## src/rtl/scope_pkg.sv

```systemverilog
// Shared types and constants for the oscilloscope capture controller.
// The FSM state enum is exported so checkers can bind to r_state directly.
package scope_pkg;

    localparam int DATA_W_DEF = 12;
    localparam int ADDR_W_DEF = 8;

    localparam logic SLOPE_RISE = 1'b1;
    localparam logic SLOPE_FALL = 1'b0;

    typedef enum logic [2:0] {
        ST_IDLE      = 3'd0,
        ST_PREFILL   = 3'd1,
        ST_WAIT_TRIG = 3'd2,
        ST_POST      = 3'd3,
        ST_DONE      = 3'd4
    } state_e;

    // Capture is in progress in every state that writes the buffer.
    function automatic logic is_busy(input state_e s);
        return (s == ST_PREFILL) || (s == ST_WAIT_TRIG) || (s == ST_POST);
    endfunction

endpackage

```

## src/rtl/scope_trig_detect.sv

```systemverilog
// Edge comparator: flags a level crossing between the previous and current sample.
// Purely combinational; unsigned full-width comparisons.
module scope_trig_detect
    import scope_pkg::*;
#(
    parameter int DATA_W = DATA_W_DEF
) (
    input  logic [DATA_W-1:0] sample,
    input  logic [DATA_W-1:0] prev_sample,
    input  logic              prev_valid,
    input  logic [DATA_W-1:0] trig_level,
    input  logic              trig_slope,
    output logic              hit
);

    logic w_rise;
    logic w_fall;

    assign w_rise = (prev_sample < trig_level) && (sample >= trig_level);
    assign w_fall = (prev_sample > trig_level) && (sample <= trig_level);

    // Without a previous sample there is no edge to detect.
    assign hit = prev_valid && ((trig_slope == SLOPE_RISE) ? w_rise : w_fall);

endmodule

```

## src/rtl/scope_capture_ctrl.sv

```systemverilog
// Pre/post-trigger capture controller writing a circular sample buffer.
// Holds PRE samples before the trigger and DEPTH-PRE from the trigger onwards.
module scope_capture_ctrl
    import scope_pkg::*;
#(
    parameter int DATA_W = DATA_W_DEF,
    parameter int ADDR_W = ADDR_W_DEF,
    parameter int PRE    = 64
) (
    input  logic              clk,
    input  logic              reset_n,
    input  logic              start,
    input  logic              abort,
    input  logic              sample_valid,
    input  logic [DATA_W-1:0] sample,
    input  logic [DATA_W-1:0] trig_level,
    input  logic              trig_slope,
    output logic              wr_en,
    output logic [ADDR_W-1:0] wr_addr,
    output logic [DATA_W-1:0] wr_data,
    output logic              busy,
    output logic              done,
    output logic [ADDR_W-1:0] trig_addr
);

    localparam int DEPTH = 1 << ADDR_W;
    localparam logic [ADDR_W-1:0] PRE_LAST  = ADDR_W'(PRE - 1);
    localparam logic [ADDR_W-1:0] POST_LAST = ADDR_W'(DEPTH - PRE - 1);

    state_e            r_state;
    state_e            w_next;
    logic              w_active;
    logic              w_accept;
    logic              w_arm;
    logic              w_hit;

    logic [ADDR_W-1:0] r_ptr;
    logic [ADDR_W-1:0] r_pre_cnt;
    logic [ADDR_W-1:0] r_post_cnt;
    logic [DATA_W-1:0] r_prev_sample;
    logic              r_prev_valid;

    logic              r_wr_en;
    logic [ADDR_W-1:0] r_wr_addr;
    logic [DATA_W-1:0] r_wr_data;
    logic [ADDR_W-1:0] r_trig_addr;

    scope_trig_detect #(
        .DATA_W (DATA_W)
    ) u_trig_detect (
        .sample      (sample),
        .prev_sample (r_prev_sample),
        .prev_valid  (r_prev_valid),
        .trig_level  (trig_level),
        .trig_slope  (trig_slope),
        .hit         (w_hit)
    );

    always_ff @(posedge clk or negedge reset_n) begin
        if (!reset_n) begin
            r_state <= ST_IDLE;
        end else begin
            r_state <= w_next;
        end
    end

    // Sample handshake: valid-only, no backpressure. A sample is accepted on
    // every cycle sample_valid=1 while capturing and abort=0; it is written
    // exactly one cycle later.
    always_comb begin
        w_next   = r_state;
        w_active = 1'b0;
        w_arm    = 1'b0;
        w_accept = 1'b0;
        case (r_state)
            ST_IDLE: begin
                if (start) begin
                    w_next = ST_PREFILL;
                    w_arm  = 1'b1;
                end
            end
            ST_PREFILL: begin
                w_active = 1'b1;
                if (sample_valid && (r_pre_cnt == PRE_LAST)) begin
                    w_next = ST_WAIT_TRIG;
                end
            end
            ST_WAIT_TRIG: begin
                w_active = 1'b1;
                if (sample_valid && w_hit) begin
                    w_next = ST_POST;
                end
            end
            ST_POST: begin
                w_active = 1'b1;
                if (sample_valid && (r_post_cnt == POST_LAST)) begin
                    w_next = ST_DONE;
                end
            end
            ST_DONE: begin
                if (start) begin
                    w_next = ST_PREFILL;
                    w_arm  = 1'b1;
                end
            end
            default: begin
                w_next = ST_IDLE;
            end
        endcase
        // Abort overrides everything, including a simultaneous start.
        if (abort) begin
            w_next = ST_IDLE;
            w_arm  = 1'b0;
        end
        w_accept = w_active && sample_valid && !abort;
    end

    always_ff @(posedge clk or negedge reset_n) begin
        if (!reset_n) begin
            r_ptr         <= '0;
            r_pre_cnt     <= '0;
            r_post_cnt    <= '0;
            r_prev_sample <= '0;
            r_prev_valid  <= 1'b0;
            r_wr_en       <= 1'b0;
            r_wr_addr     <= '0;
            r_wr_data     <= '0;
            r_trig_addr   <= '0;
        end else begin
            r_wr_en <= w_accept;
            if (w_arm) begin
                r_ptr        <= '0;
                r_pre_cnt    <= '0;
                r_post_cnt   <= '0;
                r_prev_valid <= 1'b0;
            end else if (w_accept) begin
                r_ptr         <= r_ptr + ADDR_W'(1);
                r_wr_addr     <= r_ptr;
                r_wr_data     <= sample;
                r_prev_sample <= sample;
                r_prev_valid  <= 1'b1;
                case (r_state)
                    ST_PREFILL: begin
                        r_pre_cnt <= r_pre_cnt + ADDR_W'(1);
                    end
                    ST_WAIT_TRIG: begin
                        // The trigger sample itself is post sample number one.
                        if (w_hit) begin
                            r_post_cnt  <= ADDR_W'(1);
                            r_trig_addr <= r_ptr;
                        end
                    end
                    ST_POST: begin
                        r_post_cnt <= r_post_cnt + ADDR_W'(1);
                    end
                    default: begin
                        r_post_cnt <= r_post_cnt;
                    end
                endcase
            end
        end
    end

    assign wr_en     = r_wr_en;
    assign wr_addr   = r_wr_addr;
    assign wr_data   = r_wr_data;
    assign trig_addr = r_trig_addr;
    assign busy      = is_busy(r_state);
    assign done      = (r_state == ST_DONE);

endmodule

```

## config.mk

```make
export PLATFORM = sky130hd
export DESIGN_NAME = scope_capture_ctrl
export DESIGN_NICKNAME = d
export VERILOG_FILES = /design/src/rtl/scope_pkg.sv /design/src/rtl/scope_trig_detect.sv /design/src/rtl/scope_capture_ctrl.sv
export SDC_FILE = /design/constraint.sdc
export NUM_CORES = 1
export LEC_CHECK = 0
export BUFFER_PORTS_ARGS = -buffer_cell sky130_fd_sc_hd__buf_2
export CORE_ASPECT_RATIO = 0.9
export CORE_MARGIN = 2
export CORE_UTILIZATION = 40
export DETAILED_ROUTE_END_ITERATION = 10
export SLEW_MARGIN = 20
export SYNTH_ARGS = -nofsm -noshare
export SYNTH_HDL_FRONTEND = slang
export SYNTH_HIERARCHICAL = 1
export SYNTH_SLANG_ARGS = --single-unit
```

## constraint.sdc

```tcl
create_clock -name clk -period 2.7 [get_ports clk]
set_input_delay 0.405 -clock clk [delete_from_list [all_inputs] [get_ports clk]]
set_output_delay 0.405 -clock clk [all_outputs]
set_load 0.02 [all_outputs]
```

[Yosys cells after proc, flatten, opt, wreduce, memory -nomap -nowiden]
Cells that the tools add are included.
W data, S select, Z words.
Cells by class
  add/subtract/negate cells: 3
  $mul: 0
  divide/modulo/power cells: 0
  magnitude comparators: 4
  equality and inequality tests: 11
  shift-type cells: 0
  muxes and demuxes: 22
  bitwise logic cells: 1
  reduce and logical (&&, ||, !) cells: 22
Operator list (count)
  $mux W8: 8
  $add A8 B1 Y8 const B: 3
  $pmux W8 S2: 1
  $mux W3: 5
  $ge A12 B12 Y1: 1
  $gt A12 B12 Y1: 1
  $le A12 B12 Y1: 1
  $lt A12 B12 Y1: 1
  $ne A3 B3 Y1 const B: 4
  $pmux W3 S4: 1
  $eq A8 B6 Y1 const B: 1
  $eq A8 B8 Y1 const B: 1
  $logic_and A1 B1 Y1: 8
  $reduce_and A4 Y1: 2
  $mux W1: 7
  $eq A3 B2 Y1 const B: 2
  $reduce_and A2 Y1: 2
  $reduce_bool A2 Y1: 2
  $eq A3 B1 Y1 const B: 1
  $eq A3 B3 Y1 const B: 1
  $logic_not A3 Y1: 1
  $ne A3 B1 Y1 const B: 1
  $reduce_and A3 Y1: 1
  $reduce_bool A3 Y1: 1
  5 further kinds: 6
Storage, ports and cells
  bits in registers: 57
  bits in latches: 0
  bits in writable memories: 0
  bits in read-only memories: 0
  input bits: 30
  output and inout port bits: 31
  memories kept: 0

[Logic depth before layout (Yosys ltp)]
  depth in word-level cells: 8
  depth in mapped cells: 12
  gate-level depth less buffers: 12

[Cells and area by module]
Netlist, hierarchy kept.
Modules (own cells, without submodules)
  scope_capture_ctrl: instances 1, cells each 277, area each 2701.3 sq um, sequential area each 1426.4 sq um
  scope_trig_detect: instances 1, cells each 77, area each 608.1 sq um, sequential area each 0.0 sq um

[Worst setup path before layout]
Ideal clock, no wire load.
  kind: reg2reg
  start: reg, netlist name wr_data[1]
  end: reg r_post_cnt[0]
  setup time: 125 ps
  data arrival time: 2853 ps
  path slack: -278 ps
  stages on the path, launching flop included: 12
  period minus slack after synthesis: 2978 ps
  cells stage by stage: dfrtp_1 > ha_1 > nor2b_1 > o211ai_2 > a21oi_1 > a2111o_1 > xnor2_1 > o22a_1 > or2_2 > a21oi_1 > nor3_1 > mux2_2
RTL lines
  end signal: assignment: line scope_capture_ctrl.sv:154  | r_post_cnt <= r_post_cnt + ADDR_W'(1);
  end signal: assignment: line scope_capture_ctrl.sv:157  | r_post_cnt <= r_post_cnt;
  end: declaration: line scope_capture_ctrl.sv:39  | logic [ADDR_W-1:0] r_post_cnt;

==> impl_results.md <==
- Status: complete, no violations
- Largest net degree at the start of global routing: between 50 and 60
- Slowest-stage cell, CP: dfrtp_1
- P&R area growth vs syn: 26.0%
- Post-Syn Instances: ~350
- Ant diodes: 0
- Cts hold-fix bufs: 0
- Synth top area share: 0.431
- Detail Placement HPWL: around 5400 um
- Reg power frac: 0.419
- VDD IR max: between 200 and 250 uV
- Worst-path clk slew: 0.07 ns
- Top post-synthesis cells by area: dfrtp_1 43%, ha_1 10%, nand2_1 9.6%, mux2_2 3.4%, nand3_1 2.1%
- Fin crit share: 0.976
- Die W: between 90 and 100 um
- Crit Path Class: flop to flop
- TritonCTS Sinks: 57
- Most used flip-flop cell after synthesis: dfrtp_1
- Worst path top cell family by delay: compound AO/OA/AOI/OAI gates
- Crit-path max FO: 5
- Die area: approximately 9000 um^2
- Startpoint type of the worst setup path: flop
- Worst path arrival time: about 2.9 ns
- Drt drc: 0
- Worst slew margin: 0.508
- 1st-iter DRT viols: between 100 and 150
- Worst hold path type: input pin to async pin
- Avg Cell Area, Syn: slightly above 9 um^2
- # rows: 31
- Synth warn: 6
- WP data required: just under 3 ns
- Die height: 90.3 um
- Yosys reg bits: 57
- Final worst slack: ~0.066 ns
- Number of max-cap violations: 0
- Number of library cell types mapped by synthesis: 52
- Post-layout min period: 2.63 ns
- Vias in the first global route: around 2600
- Core area: 8030 um^2
- Mapped Area: roughly 3300 um^2
- Global Route Usage Sum: 0.175
- Critical-path cell list: ha_1 -> and4_1 -> nand2_2 -> a21oi_2 -> a2111o_1 -> xnor2_1 -> o22a_1 -> or2_4 -> a21oi_4 -> nor3_4 -> mux2_2
- Post-synth EDFFs: 0
- Combinational power share: 0.256
- Dpl cell area: 3830 um^2
- GP Congestion: 0.843
- H-tree depth reported by CTS: 3
- CTS Buf Count: 9
- Sw Pwr: between 0.8 and 0.9 mW
- Via count: approximately 2800
- First-pass GRT wire length: approximately 13000 um
- Post-Syn Nets: approximately 400
- Ys async rst share: 1.00
- Initial antenna violation count: 0
- Worst slew pin tran: around 0.74 ns
- DRT Pass-1 Iters: 5
- Initial Util: 0.412
- Grt ovf: 0
- Final net count: 491
- TritonCTS clock tree: built
- Fmax: roughly 380 MHz
- RSZ-0062 raised after global routing: true
- Worst path max stage delay: approximately 0.40 ns
- Commonest cells in the netlist: 85 x nand2_1, 57 x dfrtp_1, 27 x ha_1
- Clock Power Share: 0.324
- Core Util, Final: 0.520
- Power Density: 604 nW/um^2
- Area leader, netlist: dfrtp_1
- Most instantiated library cell after synthesis: nand2_1
- Drt wl/cell: between 10 and 15 um
- Clock Skews: between 0.008 and 0.009 ns
- Sequential-to-total area share from yosys stat: 0.431
- Num ports: ~60
- Fin area: between 4000 and 5000 um^2
- Hold Fails Final Rpt: 0
- Port bufs: 60
- ANT nets after route: 0
- Switching fraction of total power: 0.327
- Clk_lat worst skew: approximately 0.34 ns
- Final Setup Violations: 0
- Via/cell ratio: ~5.2
- Leakage: around 2.2 nW
- WL final: approximately 7500 um
- Final Max Slew Viols: 0
- Inst Count DP: between 500 and 600
- Crit path buf inv count: 0
- Clock buffer depth: 2
- Post-Layout Cell Count: between 500 and 600
- Critical Path End Type: flop
- PnR Total Power: ~2.5 mW
- Clk root buf: clkbuf_8
- Dpl ws: -0.122 ns
- Int Power: about 1.7 mW
- Layout cells sized above 1: 0.310
-- area by class of cell --
type,count,area (um^2)
clock buffer,10,138
clock inverter,6,67.6
fill,735,3860
inverter,18,67.6
multi-input combinational,267,1880
sequential,57,1430
tap,99,124
timing repair buffer,81,462
-- registers in the layout (all words and copies together), names as in the netlist, 3 cells and up --
register / count
trig_addr: 8
r_ptr: 8
wr_addr: 8
wr_data: 12
r_pre_cnt: 8
r_post_cnt: 8
r_state: 3
-- metal layers --
| metal | wire, um | GRT usage | up-vias |
|---|---|---|---|
| li1 | - | - | 1408 |
| met1 | 3790 | 0.258 | 1320 |
| met2 | 3220 | 0.249 | 57 |
| met3 | 331 | 0.0379 | 9 |
| met4 | 121 | 0.0651 | 0 |
| met5 | 0 | 0 | - |
-- worst paths after layout --
check / startpoint / endpoint / slack (ns) / cells past startpoint
worst max-delay path: wr_data[4] / r_post_cnt[0] / 0.07 / 11
worst min-delay path: reset_n / wr_data[6] / 0.19 / 2
worst max register to register: wr_data[4] / r_post_cnt[0] / 0.07 / 11
worst min register to register: wr_addr[6] / wr_addr[6] / 0.47 / 2
max in group asynchronous: reset_n / wr_data[1] / 1.95 / 2
min in group clk: sample[4] / wr_data[4] / 0.28 / 3
-- per-stage QoR --
stage / hold WS, ns / TNS (ns)
6_report: 0.195 / 0
5_1_grt: 0.276 / -0.112
4_1_cts: 0.240 / 0
3_5_place_dp: 0.458 / -0.650
3_3_place_gp: 0.455 / -0.567
2_1_floorplan: 0.109 / 0
-- timing repair --
| item | 4_1_cts | 5_1_grt |
|---|---|---|
| buffers inserted | 0 | 3 |
| endpoints found under the setup margin | 1 | 18 |
| resized for setup | 1 | 14 |
| pin swaps | 0 | 5 |
-- power by group through the flow --
stage / Clock [mW] / Sequential (mW) / Combinational [mW]
floorplan: 0 / 1.13 / 0.300
global placement: 0 / 1.06 / 0.584
detailed placement: 0 / 1.06 / 0.593
CTS: 0.839 / 1.05 / 0.601
global route: 0.875 / 1.07 / 0.726
finish: 0.817 / 1.06 / 0.645
-- cell usage in the layout, fill, tap and decap left out, types with 5 or more instances in the layout --
cell	count
nand3_1	14
dfrtp_1	53
a21oi_1	10
mux2_2	10
buf_2	60
o31ai_1	8
buf_4	20
nand2_1	84
nor2b_1	5
and3_1	5
clkbuf_8	10
o21ai_0	7
inv_1	18
nor2_1	18
ha_4	6
o211ai_1	5
ha_1	21
nand4_1	6
-- cell families (layout without fill, tap and decap cells) --
family	Yosys count	count (layout)	share of synthesized area
multiplexers	13	13	0.0431
flip-flops	57	57	0.431
AND/OR/NAND/NOR	168	168	0.262
buffers and inverters	30	115	0.0386
AO/OA/AOI/OAI	54	54	0.110
XOR/XNOR	5	5	0.0132
adder cells (fa/ha/maj)	27	27	0.102
Power figures use the tool's default switching activity.
